**src/rtl/game_score_timer_pkg.sv**
```systemverilog
// Shared types and seven-segment constants for the game score/timer block.
// Segment bit order: {centre, upper-left, lower-left, bottom, lower-right, upper-right, top}.
package game_pkg;

  typedef enum logic [1:0] {
    IDLE,
    RUN,
    OVER
  } state_e;

  typedef logic [3:0] bcd_t;

  localparam logic [6:0] SEG_BLANK = 7'h7F;

  localparam logic [6:0] SEG_DIGIT [0:9] = '{
    7'h40, 7'h79, 7'h24, 7'h30, 7'h19,
    7'h12, 7'h02, 7'h78, 7'h00, 7'h10
  };

endpackage

```
**src/rtl/game_score_timer_seg7_encoder.sv**
```systemverilog
// BCD digit to active-low seven-segment code.
// Values above 9 render blank.
module seg7_encoder
  import game_pkg::*;
(
  input  bcd_t       i_bcd,
  output logic [6:0] o_seg
);

  always_comb begin
    o_seg = SEG_BLANK;
    if (i_bcd <= 4'd9) o_seg = SEG_DIGIT[i_bcd];
  end

endmodule

```
**src/rtl/game_score_timer.sv**
```systemverilog
// Two-digit BCD hit score and one-digit seconds countdown,
// driving three registered seven-segment digit buses.
module game_score_timer
  import game_pkg::*;
#(
  parameter int TICK_DIV     = 50_000_000,
  parameter int GAME_SECONDS = 9,
  parameter int SCORE_MAX    = 99
) (
  input  logic       iCLK,
  input  logic       iRST_n,
  input  logic       iStart,
  input  logic       iHit,
  output logic [6:0] oScore_tens,
  output logic [6:0] oScore_ones,
  output logic [6:0] oTime_seg,
  output logic [7:0] oScore_bcd,
  output logic       oRunning,
  output logic       oGameOver
);

  localparam int PW = $clog2(TICK_DIV);
  localparam logic [PW-1:0] PRE_LAST = PW'(TICK_DIV - 1);
  localparam bcd_t T0    = bcd_t'(GAME_SECONDS);
  localparam bcd_t MAX_T = bcd_t'(SCORE_MAX / 10);
  localparam bcd_t MAX_O = bcd_t'(SCORE_MAX % 10);
  localparam logic [6:0] SEG_T0 = SEG_DIGIT[GAME_SECONDS];

  state_e        r_state, w_state_n;
  bcd_t          r_tens, w_tens_n;
  bcd_t          r_ones, w_ones_n;
  bcd_t          r_time, w_time_n;
  logic [PW-1:0] r_presc, w_presc_n;
  logic          r_start_q, r_hit_q;
  logic          w_start_edge, w_hit_edge;
  logic          w_at_max;
  logic [6:0]    r_seg_tens, r_seg_ones, r_seg_time;
  logic [6:0]    w_seg_tens, w_seg_ones, w_seg_time;

  assign w_start_edge = iStart & ~r_start_q;
  assign w_hit_edge   = iHit & ~r_hit_q;
  assign w_at_max     = (r_tens == MAX_T) && (r_ones == MAX_O);

  always_ff @(posedge iCLK or negedge iRST_n) begin
    if (!iRST_n) begin
      r_state   <= IDLE;
      r_tens    <= '0;
      r_ones    <= '0;
      r_time    <= T0;
      r_presc   <= '0;
      r_start_q <= 1'b0;
      r_hit_q   <= 1'b0;
    end else begin
      r_state   <= w_state_n;
      r_tens    <= w_tens_n;
      r_ones    <= w_ones_n;
      r_time    <= w_time_n;
      r_presc   <= w_presc_n;
      r_start_q <= iStart;
      r_hit_q   <= iHit;
    end
  end

  always_comb begin
    w_state_n = r_state;
    w_tens_n  = r_tens;
    w_ones_n  = r_ones;
    w_time_n  = r_time;
    w_presc_n = r_presc;
    unique case (r_state)
      IDLE, OVER: begin
        // a start edge here also swallows any coincident hit
        if (w_start_edge) begin
          w_state_n = RUN;
          w_tens_n  = '0;
          w_ones_n  = '0;
          w_time_n  = T0;
          w_presc_n = '0;
        end
      end
      RUN: begin
        if (w_hit_edge && !w_at_max) begin
          if (r_ones == 4'd9) begin
            w_ones_n = '0;
            w_tens_n = r_tens + 1'b1;
          end else begin
            w_ones_n = r_ones + 1'b1;
          end
        end
        if (r_presc == PRE_LAST) begin
          w_presc_n = '0;
          w_time_n  = r_time - 1'b1;
          if (r_time == 4'd1) w_state_n = OVER;
        end else begin
          w_presc_n = r_presc + 1'b1;
        end
      end
      default: w_state_n = IDLE;
    endcase
  end

  seg7_encoder u_enc_tens (.i_bcd(r_tens), .o_seg(w_seg_tens));
  seg7_encoder u_enc_ones (.i_bcd(r_ones), .o_seg(w_seg_ones));
  seg7_encoder u_enc_time (.i_bcd(r_time), .o_seg(w_seg_time));

  always_ff @(posedge iCLK or negedge iRST_n) begin
    if (!iRST_n) begin
      r_seg_tens <= SEG_DIGIT[0];
      r_seg_ones <= SEG_DIGIT[0];
      r_seg_time <= SEG_T0;
    end else begin
      r_seg_tens <= w_seg_tens;
      r_seg_ones <= w_seg_ones;
      r_seg_time <= w_seg_time;
    end
  end

  assign oScore_tens = r_seg_tens;
  assign oScore_ones = r_seg_ones;
  assign oTime_seg   = r_seg_time;
  assign oScore_bcd  = {r_tens, r_ones};
  assign oRunning    = (r_state == RUN);
  assign oGameOver   = (r_state == OVER);

endmodule
```
**config.mk**
```make
export PLATFORM = sky130hd
export DESIGN_NAME = game_score_timer
export DESIGN_NICKNAME = d
export VERILOG_FILES = /design/src/rtl/game_score_timer_pkg.sv /design/src/rtl/game_score_timer_seg7_encoder.sv /design/src/rtl/game_score_timer.sv
export SDC_FILE = /design/constraint.sdc
export NUM_CORES = 1
export LEC_CHECK = 0
export ABC_AREA = 1
export BUFFER_PORTS_ARGS = -buffer_cell sky130_fd_sc_hd__buf_2
export CAP_MARGIN = 10
export CORE_ASPECT_RATIO = 1.2
export CORE_MARGIN = 4
export CORE_UTILIZATION = 59
export CTS_CLUSTER_SIZE = 40
export DETAILED_ROUTE_END_ITERATION = 6
export PLACE_DENSITY = 0.89
export SLEW_MARGIN = 15
export SYNTH_ARGS = -nofsm -noshare
export SYNTH_HDL_FRONTEND = slang
export SYNTH_SLANG_ARGS = --single-unit
```
**constraint.sdc**
```tcl
create_clock -name iCLK -period 2.2 [get_ports iCLK]
set_clock_uncertainty 0.2 [all_clocks]
set_input_delay 0.44 -clock iCLK [delete_from_list [all_inputs] [get_ports iCLK]]
set_output_delay 0.44 -clock iCLK [all_outputs]
set_load 0.03 [all_outputs]
```
==> results of run 1 <==
[what timing repair did]
item,4_1_cts,5_1_grt
endpoints found under the hold margin,58,0
hold buffers,1,0
setup endpoints to repair,0,8
gates resized for setup,0,2
[cells in the mapped netlist, drive strengths merged]
cell type / n / share of area
o211ai: 3 / 0.0063
o31ai: 1 / 0.0021
nand2: 152 / 0.16
clkbuf: 4 / 0.0045
nand3: 46 / 0.067
nand4: 5 / 0.0087
o21ai: 44 / 0.062
inv: 55 / 0.058
o22ai: 1 / 0.0017
ha: 16 / 0.056
xor2: 9 / 0.022
nor2: 62 / 0.070
buf: 7 / 0.012
a21oi: 3 / 0.0042
xnor2: 5 / 0.012
nor3: 2 / 0.0042
dfstp: 5 / 0.037
dfrtp: 58 / 0.40
o311ai: 2 / 0.0049
and2: 1 / 0.0017
nor4: 1 / 0.0017
[sequential cells by signal (all words and copies together) (netlist names)]
signal       count
r_presc         26
oScore_ones      7
oScore_tens      7
oTime_seg        7
r_ones           4
r_tens           4
r_time           4
r_state          2
r_hit_q          1
r_start_q        1
[how the worst max path moves through the flow]
stage | startpoint | to | slack, ns | cells after the start
2_1_floorplan | r_ones[1] | r_tens[0] | 0.32 | 11
3_5_place_dp | r_ones[1] | r_tens[3] | 0.16 | 11
4_1_cts | r_state[1] | oRunning | 0.08 | 4
6_report | r_state[1] | oRunning | 0.10 | 4
3_3_place_gp | r_ones[1] | r_tens[0] | 0.22 | 11
5_1_grt | r_presc[0] | r_state[1] | 0.003 | 9
[layout make-up]
type                            count  area (um^2)  area share
Multi-Input combinational cell    353         1750       0.434
Sequential cell                    63         1580       0.393
Timing Repair Buffer               41          225      0.0559
Inverter                           55          206      0.0513
Clock buffer                       10          128      0.0317
Tap cell                           80          100      0.0249
Clock inverter                      6         37.5     0.00932
[kinds of logic after synthesis]
| kind of cell | Yosys count | share of synthesized area |
|---|---|---|
| buffers and inverters | 66 | 0.0742 |
| AO/OA/AOI/OAI | 54 | 0.0816 |
| adder cells (fa/ha/maj) | 16 | 0.0558 |
| XOR/XNOR | 14 | 0.0342 |
| AND/OR/NAND/NOR | 269 | 0.313 |
| flip-flops | 63 | 0.441 |
[power groups by stage]
stage	logic [uW]	clock network (uW)	registers (uW)
after CTS	1810	875	1930
after detailed placement	1800	0	1950
after global placement	1730	0	1930
final	1800	859	1940
after global routing	2030	935	2000
after floorplan	1020	0	2160
[routing by layer]
metal | vias to the layer above | routed length (um) | track usage
li1 | 1611 | - | -
met3 | 19 | 543 | 0.0568
met5 | - | 0 | 0
met2 | 110 | 4160 | 0.431
met1 | 1543 | 3200 | 0.271
met4 | 0 | 187 | 0.103
[stage by stage]
stage	utilization	cells	setup slack, ns	hold slack, ns	total power [uW]
2_1_floorplan	-	482	0.317	-0.0556	3180
3_3_place_gp	0.665	591	0.218	0.255	3670
3_5_place_dp	0.665	591	0.160	0.257	3750
4_1_cts	0.695	608	0.0829	0.00965	4620
5_1_grt	0.697	608	0.00283	0.00275	4960
6_report	0.697	608	0.101	0.0198	4610
==> flow_metrics.tcl, run 1 <==
set metrics [dict create \
    status "complete, no violations" \
    antenna_found_initial 0 \
    r2r_end "r_state[0]" \
    core.rowCount 30 \
    clockPowerShare 0.186 \
    stdcell_area_um2 4030 \
    ys_types 31 \
    r2r_start "r_presc[0]" \
    grt_max_degree 37 \
    cp_top_family "buffers and inverters" \
    dpl.hpwl_mm 6.02 \
    peakVddDrop_mv 0.645 \
    drt-vias-per-instance 5.40 \
    leakagePower_uw 0.00204 \
    postRouteAntennaNets 0 \
    synth_area_per_cell_um2 7.45 \
    root_buffer "clkbuf_8" \
    drc_errors 0 \
    hold_viol 0 \
    gp_congestion 0.966 \
    cap_violations 0 \
    num-fill-cells 485 \
    rr_worst_depth 9 \
    seq_area_frac_synth 0.441 \
    final_max_slew_viol_count 0 \
    clkSinkCount 63 \
    cts_tree "yes" \
    cp_num_buf_inv 3 \
    rsz0062_at_grt "no" \
    clock.fmax_mhz 476 \
    crit_slowest_cell "dfrtp_1" \
    numPortBuffers 34 \
    die_h_um 93.4 \
    placed_cell_area_um2 3840 \
    synthesis.area_um2 3590 \
    ios 35 \
    holdCritPathClass "in2reg" \
    finalCritPeriodShare 0.954 \
    end_kind "primary output" \
    pwr-share-seq 0.422 \
    arrival_ns 1.46 \
    initialDrtViolationCount 308 \
    yosysWarnings 0 \
    hp-start "iStart" \
    ff2ff_setup_slack_ns 0.15 \
    power.density_nw_per_um2 1140 \
    required_ns 1.56 \
    synth_fp_nets 502 \
    crit_fanout 11 \
    clk_path_buf_depth 2 \
    p_switching_uw 2110 \
    netlist_instances 482 \
    syn_to_final_growth_pct 12.2 \
    grt_use_total 0.241 \
    whs_path_depth 1 \
    htree_levels 3 \
    drt-total-wl_mm 8.09 \
    start_util 0.621 \
    tns_ns 0 \
    cts_made_buffers 9 \
    crit_path_start_kind "flop" \
    period_minus_slack_ns 2.10 \
    wl_per_cell_um 13.3 \
    crit_type "reg2out" \
    die_width_um 79.2 \
    tightest_slew_ns 0.666 \
    relSlewSlack 0.555 \
    grt_pass1_wl_mm 14.1 \
    coreArea_um2 5780 \
    grt_pass1_vias 3230 \
    p_int_uw 2500 \
    crit_top_cell "inv_1" \
    clk_pin_slew_ns 0.07 \
    setup_viol 0 \
    path_cells "inv_1 -> nand2_1 -> inv_1 -> buf_2" \
    ys_ff_latch 63 \
    cp_slowest_stage_delay_ns 0.39 \
    vias 3283 \
    firstDrtPassIters 5 \
    hold-path-endpoint "r_start_q" \
    n_antenna_cell 0 \
    post_cts_buffers 0 \
    layout_commonest_cell "nand2_1" \
    nets 543 \
    clk_latency_ns 0.34 \
    drive_gt1_frac 0.136 \
    sw_frac_of_total 0.457 \
    mostFrequentLayoutCells "nand2_1, dfrtp_1, nor2_1" \
    dieArea_um2 7400 \
    globalRouteOverflowTotal 0 \
    combPwrFrac 0.392 \
]
Note: power is estimated with default switching activity, not from simulation.
==> run 2: changes to the inputs <==
==> constraint.sdc (replaced) <==
create_clock -name iCLK -period 2.2 [get_ports iCLK]
set_clock_uncertainty 0.2 [all_clocks]
set_input_delay 0.44 -clock iCLK [delete_from_list [all_inputs] [get_ports iCLK]]
set_output_delay 0.44 -clock iCLK [all_outputs]
set_load 0.005 [all_outputs]
==> run 2 against run 1 <==
  * Flip-flop and latch count unchanged
  * Count of clock-buffer cells in the layout unchanged
  * Largest power group unchanged
  * Die area unchanged
  * Clock power up 14%
==> flow_metrics.tcl, run 2 (synthesis gave the netlist of run 1 again) <==
set metrics [dict create \
    status "complete, no violations" \
    antenna_found_initial 0 \
    gp_congestion 0.917 \
    htree_levels 3 \
    final_max_slew_viol_count 0 \
    postRouteAntennaNets 0 \
    drc_errors 0 \
    clk_path_buf_depth 2 \
    end_kind "flop" \
    die_h_um 93.4 \
    clockPowerShare 0.218 \
    cts_tree "yes" \
    firstDrtPassIters 5 \
    sw_frac_of_total 0.409 \
    drt-vias-per-instance 5.44 \
    vias 3318 \
    clkSinkCount 63 \
    root_buffer "clkbuf_8" \
    mostFrequentLayoutCells "nand2_1, dfrtp_1, nor2_1" \
    setup_viol 0 \
    cp_slowest_stage_delay_ns 0.43 \
    clk_latency_ns 0.34 \
    cp_num_buf_inv 4 \
    syn_to_final_growth_pct 14.0 \
    peakVddDrop_mv 0.551 \
    die_width_um 79.2 \
    holdCritPathClass "in2reg" \
    tns_ns 0 \
    drt-total-wl_mm 8.54 \
    crit_path_start_kind "flop" \
    period_minus_slack_ns 2.06 \
    largest_register_ffs 26 \
    numPortBuffers 34 \
    seq_area_um2 1580 \
    rsz0062_at_grt "no" \
    crit_slowest_cell "dfrtp_1" \
    dp.cells 592 \
    layout_commonest_cell "nand2_1" \
    p_switching_uw 1840 \
    leakagePower_uw 0.00206 \
    required_ns 2.23 \
    wl_per_cell_um 14.0 \
    finalCritPeriodShare 0.937 \
    placed_cell_area_um2 3860 \
    crit_top_cell "inv_1" \
    crit_fanout 5 \
    ios 35 \
    dieArea_um2 7400 \
    tightest_slew_ns 0.616 \
    globalRouteOverflowTotal 0 \
    multi_input_area_um2 1760 \
    start_util 0.621 \
    clock.fmax_mhz 485 \
    cap_violations 0 \
    crit_type "reg2reg" \
    instances_no_fill 610 \
    drive_gt1_frac 0.145 \
    nets 545 \
    clk_pin_slew_ns 0.07 \
    grt_pass1_wl_mm 14.7 \
    cp_top_family "compound AO/OA/AOI/OAI gates" \
    stdcell_area_um2 4090 \
    p_int_uw 2660 \
    coreArea_um2 5780 \
    largest_register "r_presc" \
    initialDrtViolationCount 220 \
    path_cells "inv_1 -> ha_1 -> inv_1 -> nor2_1 -> inv_1 -> o211ai_1 -> o21ai_0 -> inv_1 -> o21ai_0" \
    grt_use_total 0.252 \
    grt_max_degree 64 \
    core.rowCount 30 \
    hold_viol 0 \
    dpl.hpwl_mm 6.22 \
    relSlewSlack 0.589 \
    arrival_ns 2.09 \
    pwr-share-seq 0.432 \
    num-fill-cells 476 \
    grt_pass1_vias 3234 \
    power.density_nw_per_um2 1100 \
    n_antenna_cell 0 \
    combPwrFrac 0.350 \
    cts_made_buffers 9 \
]
==> run 2: metal layers <==
metal,track usage,routed length (um),vias up
li1,-,-,1616
met4,0.105,194,0
met3,0.0588,522,26
met2,0.440,4470,134
met1,0.295,3350,1542
met5,0,0,-
==> run 2: power groups by stage <==
stage	combinational [uW]	clock, uW	sequential [uW]
4_1_cts	1570	990	1930
5_1_grt	1820	1040	1990
3_5_place_dp	1530	0	1950
3_3_place_gp	1430	0	1930
2_1_floorplan	1000	0	1860
6_report	1580	981	1950
==> run 2: final cells by class <==
class                           count  share of cell area
Clock inverter                      6              0.0150
Clock buffer                       10              0.0312
Multi-Input combinational cell    353               0.430
Sequential cell                    63               0.387
Timing Repair Buffer               43              0.0618
Inverter                           55              0.0514
Tap cell                           80              0.0245
==> run 2: repair_timing <==
item	4_1_cts	5_1_grt
endpoints found under the setup margin	1	10
setup buffers	1	0
resized for setup	1	5
endpoints found under the hold margin	58	0
hold buffers	1	0
==> run 2: metrics by stage <==
stage | hold WS [ns] | utilization | power [uW] | setup WS, ns
3_5_place_dp | 0.258 | 0.669 | 3470 | 0.109
2_1_floorplan | -0.0556 | - | 2860 | 0.468
5_1_grt | 0.0130 | 0.708 | 4850 | 0.0135
6_report | 0.0164 | 0.708 | 4500 | 0.139
3_3_place_gp | 0.257 | 0.669 | 3360 | 0.189
4_1_cts | 0.00512 | 0.705 | 4490 | 0.0823
==> run 2: worst paths after layout <==
kind	slack, ns	end	start	cells after the start
setup / recovery	0.14	oTime_seg[3]	r_time[1]	9
hold / removal	0.02	r_start_q	iStart	1
setup reg to reg	0.14	oTime_seg[3]	r_time[1]	9
hold reg to reg	0.29	r_state[1]	r_state[1]	2
max in group asynchronous	1.04	r_time[3]	iRST_n	3
min in group asynchronous	0.44	oScore_tens[2]	iRST_n	3
